## src/rtl/final_vending.sv

```systemverilog
// final_vending: coin-operated vending block.
// Accumulates inserted money into a saturating 8-bit balance and a 3-bit
// item quantity. A checkout either sells (price x quantity) and returns the
// change, or refunds the full balance. Balance and charge are shown on two
// 3-digit active-high 7-segment displays (bit0=a .. bit6=g).
module final_vending (
  input  logic        clk,
  input  logic        rst_n,
  input  logic [7:0]  number,
  input  logic [1:0]  sel,
  input  logic [2:0]  sel_type,
  output logic        if_sell,
  output logic [2:0]  out_type,
  output logic [7:0]  charge,
  output logic [20:0] seven_all,
  output logic [20:0] seven_char
);

  // One operation per cycle, selected directly by sel.
  typedef enum logic [1:0] {
    OP_INSERT   = 2'b00,
    OP_ADD      = 2'b01,
    OP_REMOVE   = 2'b10,
    OP_CHECKOUT = 2'b11
  } op_t;

  localparam logic [7:0] BAL_MAX = 8'd255;
  localparam logic [2:0] QTY_MAX = 3'd7;

  // Architectural state
  logic [7:0] balance;
  logic [2:0] qty;

  // Next-state values
  logic [7:0] balance_nxt;
  logic [2:0] qty_nxt;
  logic       if_sell_nxt;
  logic [2:0] out_type_nxt;
  logic [7:0] charge_nxt;

  // Checkout arithmetic
  op_t        op;
  logic [8:0] sum_wide;
  logic [7:0] unit_price;
  logic       type_valid;
  logic [2:0] eff_qty;
  logic [7:0] cost;
  logic       can_pay;

  // Unit price per product; 0 for the invalid selectors 0 and 7.
  function automatic logic [7:0] price_of(input logic [2:0] t);
    logic [7:0] p;
    case (t)
      3'd1:    p = 8'd10;
      3'd2:    p = 8'd15;
      3'd3:    p = 8'd20;
      3'd4:    p = 8'd25;
      3'd5:    p = 8'd30;
      3'd6:    p = 8'd35;
      default: p = 8'd0;
    endcase
    return p;
  endfunction

  // Binary (0..255) to three BCD digits {hundreds, tens, ones}, using
  // compare-and-subtract so no general divider is built.
  function automatic logic [11:0] to_bcd(input logic [7:0] v);
    logic [7:0] r;
    logic [3:0] h;
    logic [3:0] t;
    logic [3:0] o;
    r = v;
    h = 4'd0;
    if (r >= 8'd200) begin
      h = 4'd2;
      r = r - 8'd200;
    end else if (r >= 8'd100) begin
      h = 4'd1;
      r = r - 8'd100;
    end
    t = 4'd0;
    for (int k = 1; k < 10; k++) begin
      if (r >= 8'(k * 10)) t = 4'(k);
    end
    o = 4'(r - (8'(t) * 8'd10));
    return {h, t, o};
  endfunction

  // Decimal digit to segment pattern; out-of-range digits blank.
  function automatic logic [6:0] seg_of(input logic [3:0] d);
    logic [6:0] s;
    case (d)
      4'd0:    s = 7'h3F;
      4'd1:    s = 7'h06;
      4'd2:    s = 7'h5B;
      4'd3:    s = 7'h4F;
      4'd4:    s = 7'h66;
      4'd5:    s = 7'h6D;
      4'd6:    s = 7'h7D;
      4'd7:    s = 7'h07;
      4'd8:    s = 7'h7F;
      4'd9:    s = 7'h6F;
      default: s = 7'h00;
    endcase
    return s;
  endfunction

  // Three digits rendered as {hundreds, tens, ones} segment groups.
  function automatic logic [20:0] display_of(input logic [7:0] v);
    logic [11:0] bcd;
    bcd = to_bcd(v);
    return {seg_of(bcd[11:8]), seg_of(bcd[7:4]), seg_of(bcd[3:0])};
  endfunction

  assign op = op_t'(sel);

  // Checkout cost: a checkout with qty 0 still buys one item.
  always_comb begin
    sum_wide   = {1'b0, balance} + {1'b0, number};
    unit_price = price_of(sel_type);
    type_valid = (sel_type != 3'd0) && (sel_type != 3'd7);
    eff_qty    = (qty == 3'd0) ? 3'd1 : qty;
    cost       = unit_price * {5'd0, eff_qty};
    can_pay    = type_valid && (balance >= cost);
  end

  // Next balance/qty and the one-cycle checkout result.
  always_comb begin
    balance_nxt  = balance;
    qty_nxt      = qty;
    if_sell_nxt  = 1'b0;
    out_type_nxt = 3'd0;
    charge_nxt   = 8'd0;
    case (op)
      OP_INSERT: begin
        balance_nxt = sum_wide[8] ? BAL_MAX : sum_wide[7:0];
      end
      OP_ADD: begin
        if (qty != QTY_MAX) qty_nxt = qty + 3'd1;
      end
      OP_REMOVE: begin
        if (qty != 3'd0) qty_nxt = qty - 3'd1;
      end
      OP_CHECKOUT: begin
        balance_nxt = 8'd0;
        qty_nxt     = 3'd0;
        if (can_pay) begin
          if_sell_nxt  = 1'b1;
          out_type_nxt = sel_type;
          charge_nxt   = balance - cost;
        end else begin
          charge_nxt   = balance;
        end
      end
      default: begin
        balance_nxt = balance;
      end
    endcase
  end

  // State and result registers; reset drops everything with no refund.
  always_ff @(posedge clk or negedge rst_n) begin
    if (!rst_n) begin
      balance  <= 8'd0;
      qty      <= 3'd0;
      if_sell  <= 1'b0;
      out_type <= 3'd0;
      charge   <= 8'd0;
    end else begin
      balance  <= balance_nxt;
      qty      <= qty_nxt;
      if_sell  <= if_sell_nxt;
      out_type <= out_type_nxt;
      charge   <= charge_nxt;
    end
  end

  // Displays follow the registered values combinationally.
  always_comb begin
    seven_all  = display_of(balance);
    seven_char = display_of(charge);
  end

endmodule

```

## config.mk

```make
export PLATFORM = sky130hd
export DESIGN_NAME = final_vending
export DESIGN_NICKNAME = d
export VERILOG_FILES = /design/src/rtl/final_vending.sv
export SDC_FILE = /design/constraint.sdc
export NUM_CORES = 1
export LEC_CHECK = 0
export ABC_AREA = 1
export ABC_CLOCK_PERIOD_IN_PS = 7300
export CORE_MARGIN = 1.5
export CORE_UTILIZATION = 25
export CTS_CLUSTER_DIAMETER = 150
export CTS_CLUSTER_SIZE = 8
export DETAILED_ROUTE_END_ITERATION = 8
export GPL_ROUTABILITY_DRIVEN = 1
export SYNTH_ARGS = -nofsm -noshare
export SYNTH_HDL_FRONTEND = slang
export SYNTH_SLANG_ARGS = --single-unit
```

## constraint.sdc

```tcl
create_clock -name clk -period 7.3 [get_ports clk]
set_input_delay 2.19 -clock clk [delete_from_list [all_inputs] [get_ports clk]]
set_output_delay 2.19 -clock clk [all_outputs]
set_load 0.005 [all_outputs]
```

==> impl_metrics.csv, run 1 <==
group,metric,value,unit
layout,final_core_util,31.42,%
grt,grtUsageTotal,11.31,%
min_path,hp-class,"reg -> reg",
layout,nets,784,
min_path,worstHoldStart,"qty[0]$_DFFE_PN0P_",
synthesis,muxShareOfSynthArea,0,%
clock_network,ctsResizeCount,0,
sta,slew_headroom,35.00,%
layout,syn_to_final_growth,22.87,%
route,routedWlPerCell,10.74,µm
synthesis,synth_fa_ha_area_share,23.31,%
place,io_buffers,66,
place,place_congestion,0.8450,
setup_path,reg2reg_from,"qty[2]$_DFFE_PN0P_",
layout,drive_gt1_share,11.37,%
status,status,"finished, final reports clean",
die,initial_core_util,25.57,%
min_path,whs_path_depth,1,
sta,period_minus_slack,6.624,ns
grt,grt_pass1_wl,17100,µm
sta,rsz0062_at_grt,"no",
route,ant_nets,0,
setup_path,critPathLaunchType,"flip-flop",
setup_path,rr_worst_depth,20,
die,io_pins,69,
route,post_drt_via_cell_ratio,4.315,
sta,hold_violations,0,
sta,max_freq,151.0,MHz
sta,drv_slew,0,
min_path,hold_path_end,"qty[0]$_DFFE_PN0P_",
place,dpl.hpwl,8389,µm
synthesis,syn_avg_cell_area,6.709,µm²
route,routed_wl,9831,µm
setup_path,crit_path_end_kind,"output pin",
synthesis,synth_ff_type,"dfrtp_1",
setup_path,worst-endpoint-arrival,4.43,ns
clock_network,post-cts-setup-buffers,0,
clock_network,cts_tree,"yes",
setup_path,path_max_fanout,7,
clock_network,cts_sinks,23,
clock_network,path_clk_slew,0.06,ns
clock_network,h-tree-depth,1,
layout,final_cell_mix,"nand2_1, inv_1, clkdlybuf4s50_1, ha_1, o21ai_0",
clock_network,cts_max_path_buffers,2,
sta,setup_violations,0,
synthesis,synth-seq-area-share,13.57,%
die,die_h,133.2,µm
route,num_vias,3948,
layout,final_common_cell,"nand2_1",
sta,tightest_slew,0.9720,ns
setup_path,cp.required,5.11,ns
clock_network,cts_hold_buffers,0,
sta,period_share,90.74,%
route,detail_route.drc_violations,0,
die,die-area,0.01775,mm²
synthesis,synth_top_family_by_area,"simple AND/OR/NAND/NOR gates",
setup_path,regToRegEndpoint,"charge[3]$_DFF_PN0_",
synthesis,synth_edf_count,0,
synthesis,ys_seq_elements,23,
grt,overflow,0,
synthesis,yosys.cell_types.count,49,
grt,antenna_found_initial,0,
clock_network,clk_latency,0.25,ns
synthesis,synth-compound-area-share,13.07,%
sta,setup_tns,0,ns
grt,grt_pass1_vias,3624,
grt,grt_max_degree,24,
die,die_width,133.2,µm
clock_network,cts-buffers-inserted,3,
synthesis,yosys.area_share.simple,34.26,%
route,drt_first_pass_iters,4,
die,coreArea,0.01658,mm²
route,first_iter_violations,139,
synthesis,synth_warnings,0,
die,num_rows,47,
clock_network,cts-root-buf,"clkbuf_16",
synthesis,syn_area,0.004240,mm²
synthesis,synthArstFlopShare,100.0,%
job,cap_violations,0,
layout,antennaDiodeCount,0,
sta,fin_worst_skew,0.004337,ns
synthesis,synth-xor-area-share,4.751,%
synthesis,syn_inst,632,
setup_path,ff2ff_setup_slack,2.73,ns
setup_path,crit_type,"reg -> out",
==> metrics by stage <==
step           cells  hold slack, ns  setup WS [ns]  cell area, µm²
2_1_floorplan    633          0.5550          1.609            4244
3_3_place_gp     911          0.6081         0.5645            5130
3_5_place_dp     911          0.6192         0.5394            5130
4_1_cts          915          0.6243         0.6782            5210
5_1_grt          915          0.6850         0.1746            5210
6_report         915          0.6333         0.6760            5210
==> registers in the layout, summed over array words and instances, names as in the netlist <==
signal	count
balance	8
charge	8
if_sell	1
out_type	3
qty	3
==> layer usage <==
metal / routed length, µm / global-route usage, % / vias up
met1: 4923 / 15.97 / 1764
met3: 257 / 0.6469 / 6
li1: - / - / 2122
met5: 0 / 0 / -
met2: 4562 / 19.30 / 56
met4: 87 / 1.993 / 0
==> worst max path at each step <==
stage                            from                  end  slack (ns)  depth (start not counted)
4_1_cts        balance[3]$_DFFE_PN0P_         seven_all[0]        0.68                         24
6_report          charge[3]$_DFF_PN0_        seven_char[0]        0.68                         27
3_3_place_gp              sel_type[0]  charge[3]$_DFF_PN0_        0.56                         19
3_5_place_dp              sel_type[0]  charge[3]$_DFF_PN0_        0.54                         19
2_1_floorplan             sel_type[2]  charge[5]$_DFF_PN0_        1.61                         22
5_1_grt           charge[3]$_DFF_PN0_        seven_char[0]        0.17                         27
==> worst max-delay path, stage by stage (launching register included) <==
cell and delay [ns]:
dfrtp_1 0.41, inv_1 0.23, ha_1 0.24, inv_1 0.07
nand2_1 0.08, nor2_1 0.04, nor2_1 0.17, nand3_1 0.10
nand2_1 0.07, nand2_1 0.04, nand2_1 0.17, inv_2 0.07
a21oi_1 0.14, nand2_1 0.08, nand2_1 0.06, nand2_1 0.05
nand2_1 0.06, nand2_2 0.06, nand2_2 0.07, nand2_1 0.10
ha_1 0.21, fa_1 0.57, inv_1 0.08, or2_2 0.28
o21ai_0 0.08, nand3_1 0.09, nand2_1 0.07, clkdlybuf4s50_1 0.49
==> cell type report <==
type	count	area, µm²
Clock buffer	3	75.07
Tap cell	220	275.3
Fill cell	1849	11370
Timing Repair Buffer	67	668.1
Inverter	108	406.6
Multi-Input combinational cell	493	3204
Sequential cell	23	575.6
Clock inverter	1	5.005
==> synthesized netlist by cell type (3+ instances only) <==
| master | number | share of area (%) |
|---|---|---|
| a21oi_1 | 28 | 3.3 |
| a31oi_1 | 3 | 0.44 |
| buf_4 | 6 | 1.1 |
| dfrtp_1 | 23 | 14 |
| fa_1 | 10 | 4.7 |
| ha_1 | 63 | 19 |
| inv_1 | 92 | 8.1 |
| inv_2 | 14 | 1.2 |
| nand2_1 | 167 | 15 |
| nand2_2 | 18 | 2.7 |
| nand2_4 | 7 | 1.9 |
| nand3_1 | 35 | 4.1 |
| nand3_2 | 6 | 1.4 |
| nor2_1 | 39 | 3.5 |
| nor2_2 | 4 | 0.59 |
| nor3_1 | 3 | 0.35 |
| o21ai_0 | 40 | 4.7 |
| o21ai_1 | 3 | 0.35 |
| o22ai_1 | 3 | 0.44 |
| or2_2 | 9 | 1.3 |
| xnor2_1 | 8 | 1.7 |
| xor2_1 | 15 | 3.1 |
==> kinds of logic after synthesis <==
group / Yosys count
AO/OA/AOI/OAI: 95
XOR/XNOR: 23
adder cells (fa/ha/maj): 73
buffers and inverters: 117
flip-flops: 23
other: 1
AND/OR/NAND/NOR: 300
Power of run 1 is left out: the tool's default activity adds up to more than one toggle a clock period on the data nets, which glitch-free logic cannot reach.
==> inputs of run 2 (changes only) <==
--- a/config.mk
+++ b/config.mk
@@ -9,10 +9,12 @@
 export ABC_CLOCK_PERIOD_IN_PS = 7300
 export CORE_MARGIN = 1.5
 export CORE_UTILIZATION = 25
+export CTS_BUF_LIST = sky130_fd_sc_hd__clkbuf_8
 export CTS_CLUSTER_DIAMETER = 150
 export CTS_CLUSTER_SIZE = 8
 export DETAILED_ROUTE_END_ITERATION = 8
-export GPL_ROUTABILITY_DRIVEN = 1
+export GPL_ROUTABILITY_DRIVEN = 0
+export MAX_ROUTING_LAYER = met4
 export SYNTH_ARGS = -nofsm -noshare
 export SYNTH_HDL_FRONTEND = slang
 export SYNTH_SLANG_ARGS = --single-unit
==> run 2 against run 1 <==
Net effect: global-route usage grew 0.30 points; final cell count unchanged; maximum frequency shrank 0.28%; critical path depth down 1; wire length about the same; die area unchanged; utilization decreased by 0.20 points; via count increased by 0.20%; critical path type unchanged.
==> impl_metrics.csv, run 2 (same netlist as run 1, synthesis figures left out) <==
group,metric,value,unit
route,detail_route.drc_violations,0,
layout,largestRegisters,"balance x8, charge x8",
clock_network,cts_max_path_buffers,2,
setup_path,crit_path_end_kind,"output pin",
sta,rsz0062_at_grt,"no",
clock_network,cts-buffers-inserted,3,
setup_path,worst-endpoint-arrival,4.45,ns
layout,fill_cells,1853,
layout,finalInstanceArea,0.005176,mm²
route,post_drt_via_cell_ratio,4.323,
route,routedWlPerCell,10.74,µm
sta,hold_ws,0.6262,ns
layout,drive_gt1_share,11.37,%
sta,max_freq,150.5,MHz
place,io_buffers,66,
clock_network,cts_sinks,23,
sta,setup_violations,0,
grt,grt_max_degree,24,
route,routed_wl,9827,µm
die,coreArea,0.01658,mm²
grt,antenna_found_initial,0,
layout,final_common_cell,"nand2_1",
setup_path,crit_type,"reg -> out",
die,die_width,133.2,µm
place,dpl.hpwl,8389,µm
die,initial_core_util,25.57,%
sta,slew_headroom,35.72,%
clock_network,h-tree-depth,1,
grt,grt_pass1_vias,3617,
route,first_iter_violations,159,
sta,hold_violations,0,
layout,nets,784,
status,status,"finished, final reports clean",
sta,period_minus_slack,6.642,ns
setup_path,critPathLaunchType,"flip-flop",
route,drt_first_pass_iters,4,
place,dpl_cell_area,0.005130,mm²
sta,fin_worst_skew,0.007168,ns
sta,tightest_slew,0.9613,ns
layout,final_cell_mix,"nand2_1, inv_1, clkdlybuf4s50_1, ha_1, o21ai_0",
clock_network,post-cts-setup-buffers,0,
clock_network,cts_hold_buffers,0,
clock_network,cts-root-buf,"clkbuf_8",
layout,syn_to_final_growth,22.07,%
route,num_vias,3956,
grt,grtUsageTotal,11.61,%
route,ant_nets,0,
layout,final_core_util,31.21,%
clock_network,clk_latency,0.26,ns
clock_network,ctsResizeCount,0,
sta,setup_tns,0,ns
job,cap_violations,0,
die,num_rows,47,
sta,drv_slew,0,
clock_network,cts_tree,"yes",
min_path,hp-class,"reg -> reg",
setup_path,cp.required,5.11,ns
grt,overflow,0,
die,io_pins,69,
die,die_h,133.2,µm
setup_path,path_max_fanout,7,
sta,period_share,90.99,%
grt,grt_pass1_wl,17020,µm
die,die-area,0.01775,mm²
clock_network,path_clk_slew,0.08,ns
layout,antennaDiodeCount,0,
## run 2: cell type report
type / count / area [µm²] / area share (%)
Inverter: 108 / 406.6 / 7.856
Clock buffer: 3 / 41.29 / 0.7977
Tap cell: 220 / 275.3 / 5.318
Clock inverter: 1 / 5.005 / 0.09669
Sequential cell: 23 / 575.6 / 11.12
Multi-Input combinational cell: 493 / 3204 / 61.90
Timing Repair Buffer: 67 / 668.1 / 12.91
## run 2: worst max-delay path, stage by stage (launching register included)
cell	delay, ns
dfrtp_1	0.48
inv_1	0.19
ha_1	0.25
inv_1	0.08
nand4_2	0.15
nand2_4	0.15
nand2_4	0.08
nand2_1	0.07
nand2_2	0.09
nand2_1	0.10
nor2_2	0.05
nor2_2	0.09
nand2_1	0.08
nand2_1	0.06
nand2_1	0.04
nand2_1	0.06
nand2_2	0.08
nand2_4	0.08
nand2_1	0.12
ha_1	0.23
fa_1	0.59
inv_1	0.09
or2_2	0.29
o21ai_0	0.07
nand2_1	0.07
nand2_1	0.05
clkdlybuf4s50_1	0.49
## run 2: through the flow
| step | cells | setup slack (ns) |
|---|---|---|
| floorplan | 633 | 1.609 |
| global placement | 911 | 0.5645 |
| detailed placement | 911 | 0.5394 |
| CTS | 915 | 0.6617 |
| global route | 915 | 0.1578 |
| finish | 915 | 0.6576 |
## run 2: worst paths after layout
| path | start | to | slack, ns | depth (start not counted) |
|---|---|---|---|---|
| min in group asynchronous | rst_n | charge[4]$_DFF_PN0_ | 2.46 | 1 |
| setup / recovery | balance[3]$_DFFE_PN0P_ | seven_all[0] | 0.66 | 26 |
| max in group asynchronous | rst_n | charge[3]$_DFF_PN0_ | 4.25 | 1 |
| hold / removal | qty[0]$_DFFE_PN0P_ | qty[0]$_DFFE_PN0P_ | 0.63 | 1 |
| setup reg to reg | qty[2]$_DFFE_PN0P_ | charge[3]$_DFF_PN0_ | 2.74 | 20 |
| hold reg to reg | qty[0]$_DFFE_PN0P_ | qty[0]$_DFFE_PN0P_ | 0.63 | 1 |
## run 2: per-layer routing
metal	share of wire, %	track usage (%)	vias up
met5	0	-	-
li1	-	-	2117
met1	50	15.93	1765
met4	0.96	1.993	0
met2	46	19.27	67
met3	2.6	0.5708	7
Power of run 2 is left out for the same reason.
==> RTL change: new RTL, config.mk and constraints of run 2 <==
The output `if_sell` loses its register stage (`if_sell` becomes a continuous assignment).
--- a/src/rtl/final_vending.sv
+++ b/src/rtl/final_vending.sv
@@ -165,3 +165,2 @@
       qty      <= 3'd0;
-      if_sell  <= 1'b0;
       out_type <= 3'd0;
@@ -171,3 +170,2 @@
       qty      <= qty_nxt;
-      if_sell  <= if_sell_nxt;
       out_type <= out_type_nxt;
@@ -176,2 +174,4 @@
   end
+
+  assign if_sell = if_sell_nxt;
 
Function: changed (a bounded check fails within 4 cycles, from zero or initial values and one cycle with rst_n low).
==> RTL change against run 2 <==
Global-route usage grew 0.88 points; sequential cell count shrank 1; area after synthesis fell by 0.56%; routed wire length is 10% higher; final area is 12% higher; critical path type is now input port to output pin; worst setup slack got worse by 0.89 ns; the flow now finishes with violations (setup timing); core utilization is 3.7 points higher.
Power is not shown: default switching activity piles up to over one toggle a cycle in this logic, so the estimate is an artifact.
==> RTL change: results (changes against run 2) <==
Status
  – Failing checks: setup timing
  – Status: complete, but fails checks

Layout
  – Non-filler cells in the finished layout: 971 (+6.1%)
  – Antenna cells: 0 (unchanged)
  – Final nets: 840 (+7.1%)
  – Top flop regs: balance (8), charge (8)

Global route
  – Largest net degree at the start of global routing: 23 (-4.2%)
  – First-pass GRT wire length: 18120 um (+6.5%)
  – GRT Util Overall: 12.49% (+0.88 points)
  – Number of global-route vias before repair: 3953 (+9.3%)
  – Antenna violations before repair: 0 (unchanged)

STA
  – Worst Tran Pin Value: 0.9505 ns (-0.01077 ns)
  – Setup ws final: -0.2354 ns (-0.8931 ns)
  – Final setup vio count: 1 (+1)
  – Setup total negative slack: -0.2354 ns (-0.2354 ns)
  – Setup Skew: 0.001112 ns (-0.006056 ns)

Setup path
  – CP peak stage delay: 0.61 ns (+0.02 ns)
  – R2R Path End: charge[4]
  – Worst EP arrival: 5.35 ns (+0.90 ns)
  – Delay-heaviest family, CP: adder cells
  – Worst Reg-to-Reg Cells: 35 (+75%)

Route
  – Initial DRT Pass Iterations: 4 (unchanged)
  – DRT iter0 DRCs: 147 (-7.5%)
  – Routed len/inst: 11.16 um (+3.9%)

Synth
  – Top FF cell, synth: dfrtp_1
  – Leading area contributor after synthesis: ha_1
  – Sequential area share after synthesis: 13.06% (-0.52 points)
  – Mean Syn Cell Area: 6.682 sq um (-0.40%)
  – Post-synth top cells: nand2_1, inv_1, ha_1
  – Ranking of synthesized cells by area: ha_1, nand2_1, dfrtp_1

Placement
  – Placed Cells incl. Taps: 933 (+2.4%)
  – Detailed Place HPWL: 8318 um (-0.85%)
RTL change: changes by cell type in the layout (fill, tap and decap cells not counted), sizes merged, moves of 2 or more:
cell / change
buf: +60
nand2: -2
clkinvlp: +2
clkdlybuf4s50: -4
RTL change: layer usage:
metal	track usage, %	part of all wire [%]	vias to the layer above
met5	-	0	-
met4	2.930	1.8	0
met3	0.5364	2.6	17
met2	21.56	48	74
met1	16.13	48	1879
li1	-	-	2235
RTL change: what timing repair did:
item / CTS / global route
cloned: 0 / 1
pin swaps: 16 / 17
buffers inserted: 33 / 5
setup endpoints to repair: 1 / 9
resized for setup: 45 / 33
RTL change: logic make-up (layout without fill, tap and decap cells):
group	Yosys count	in the layout	share of synthesized area, %
buffers and inverters	118	237	11.10
other	1	2	0.08894
adders and majority gates	73	73	23.44
xor gates and xnor gates	23	23	4.778
AOI/OAI and AO/OA	95	95	13.15
and+or+nand+nor	299	299	34.39
DFF	22	22	13.06
RTL change: worst max-delay path by stage:
stage	slack [ns]	end	start	depth (start not counted)
detailed placement	-1.21	if_sell	sel_type[0]	18
floorplan	0.02	if_sell	sel_type[2]	19
finish	-0.24	if_sell	sel_type[1]	19
global placement	-1.11	if_sell	sel_type[0]	18
CTS	-0.28	if_sell	sel_type[0]	19
global route	-0.39	if_sell	sel_type[1]	19
RTL change: stage by stage:
stage	hold WS, ns	cell area [sq um]	setup slack [ns]
after floorplan	0.5550	4225	0.01503
after global placement	0.6007	5284	-1.108
after detailed placement	0.6213	5284	-1.213
after CTS	0.6329	5652	-0.2794
after global routing	0.6795	5777	-0.3933
final	0.6351	5777	-0.2354
RTL change: area by class of cell:
type | instances | area, sq um
Clock buffer | 4 | 55.05
Fill cell | 1708 | 10750
Inverter | 109 | 424.2
Multi-Input combinational cell | 492 | 3364
Sequential cell | 22 | 550.5
Tap cell | 220 | 275.3
Timing Repair Buffer | 123 | 1100
Timing Repair inverter | 1 | 7.507
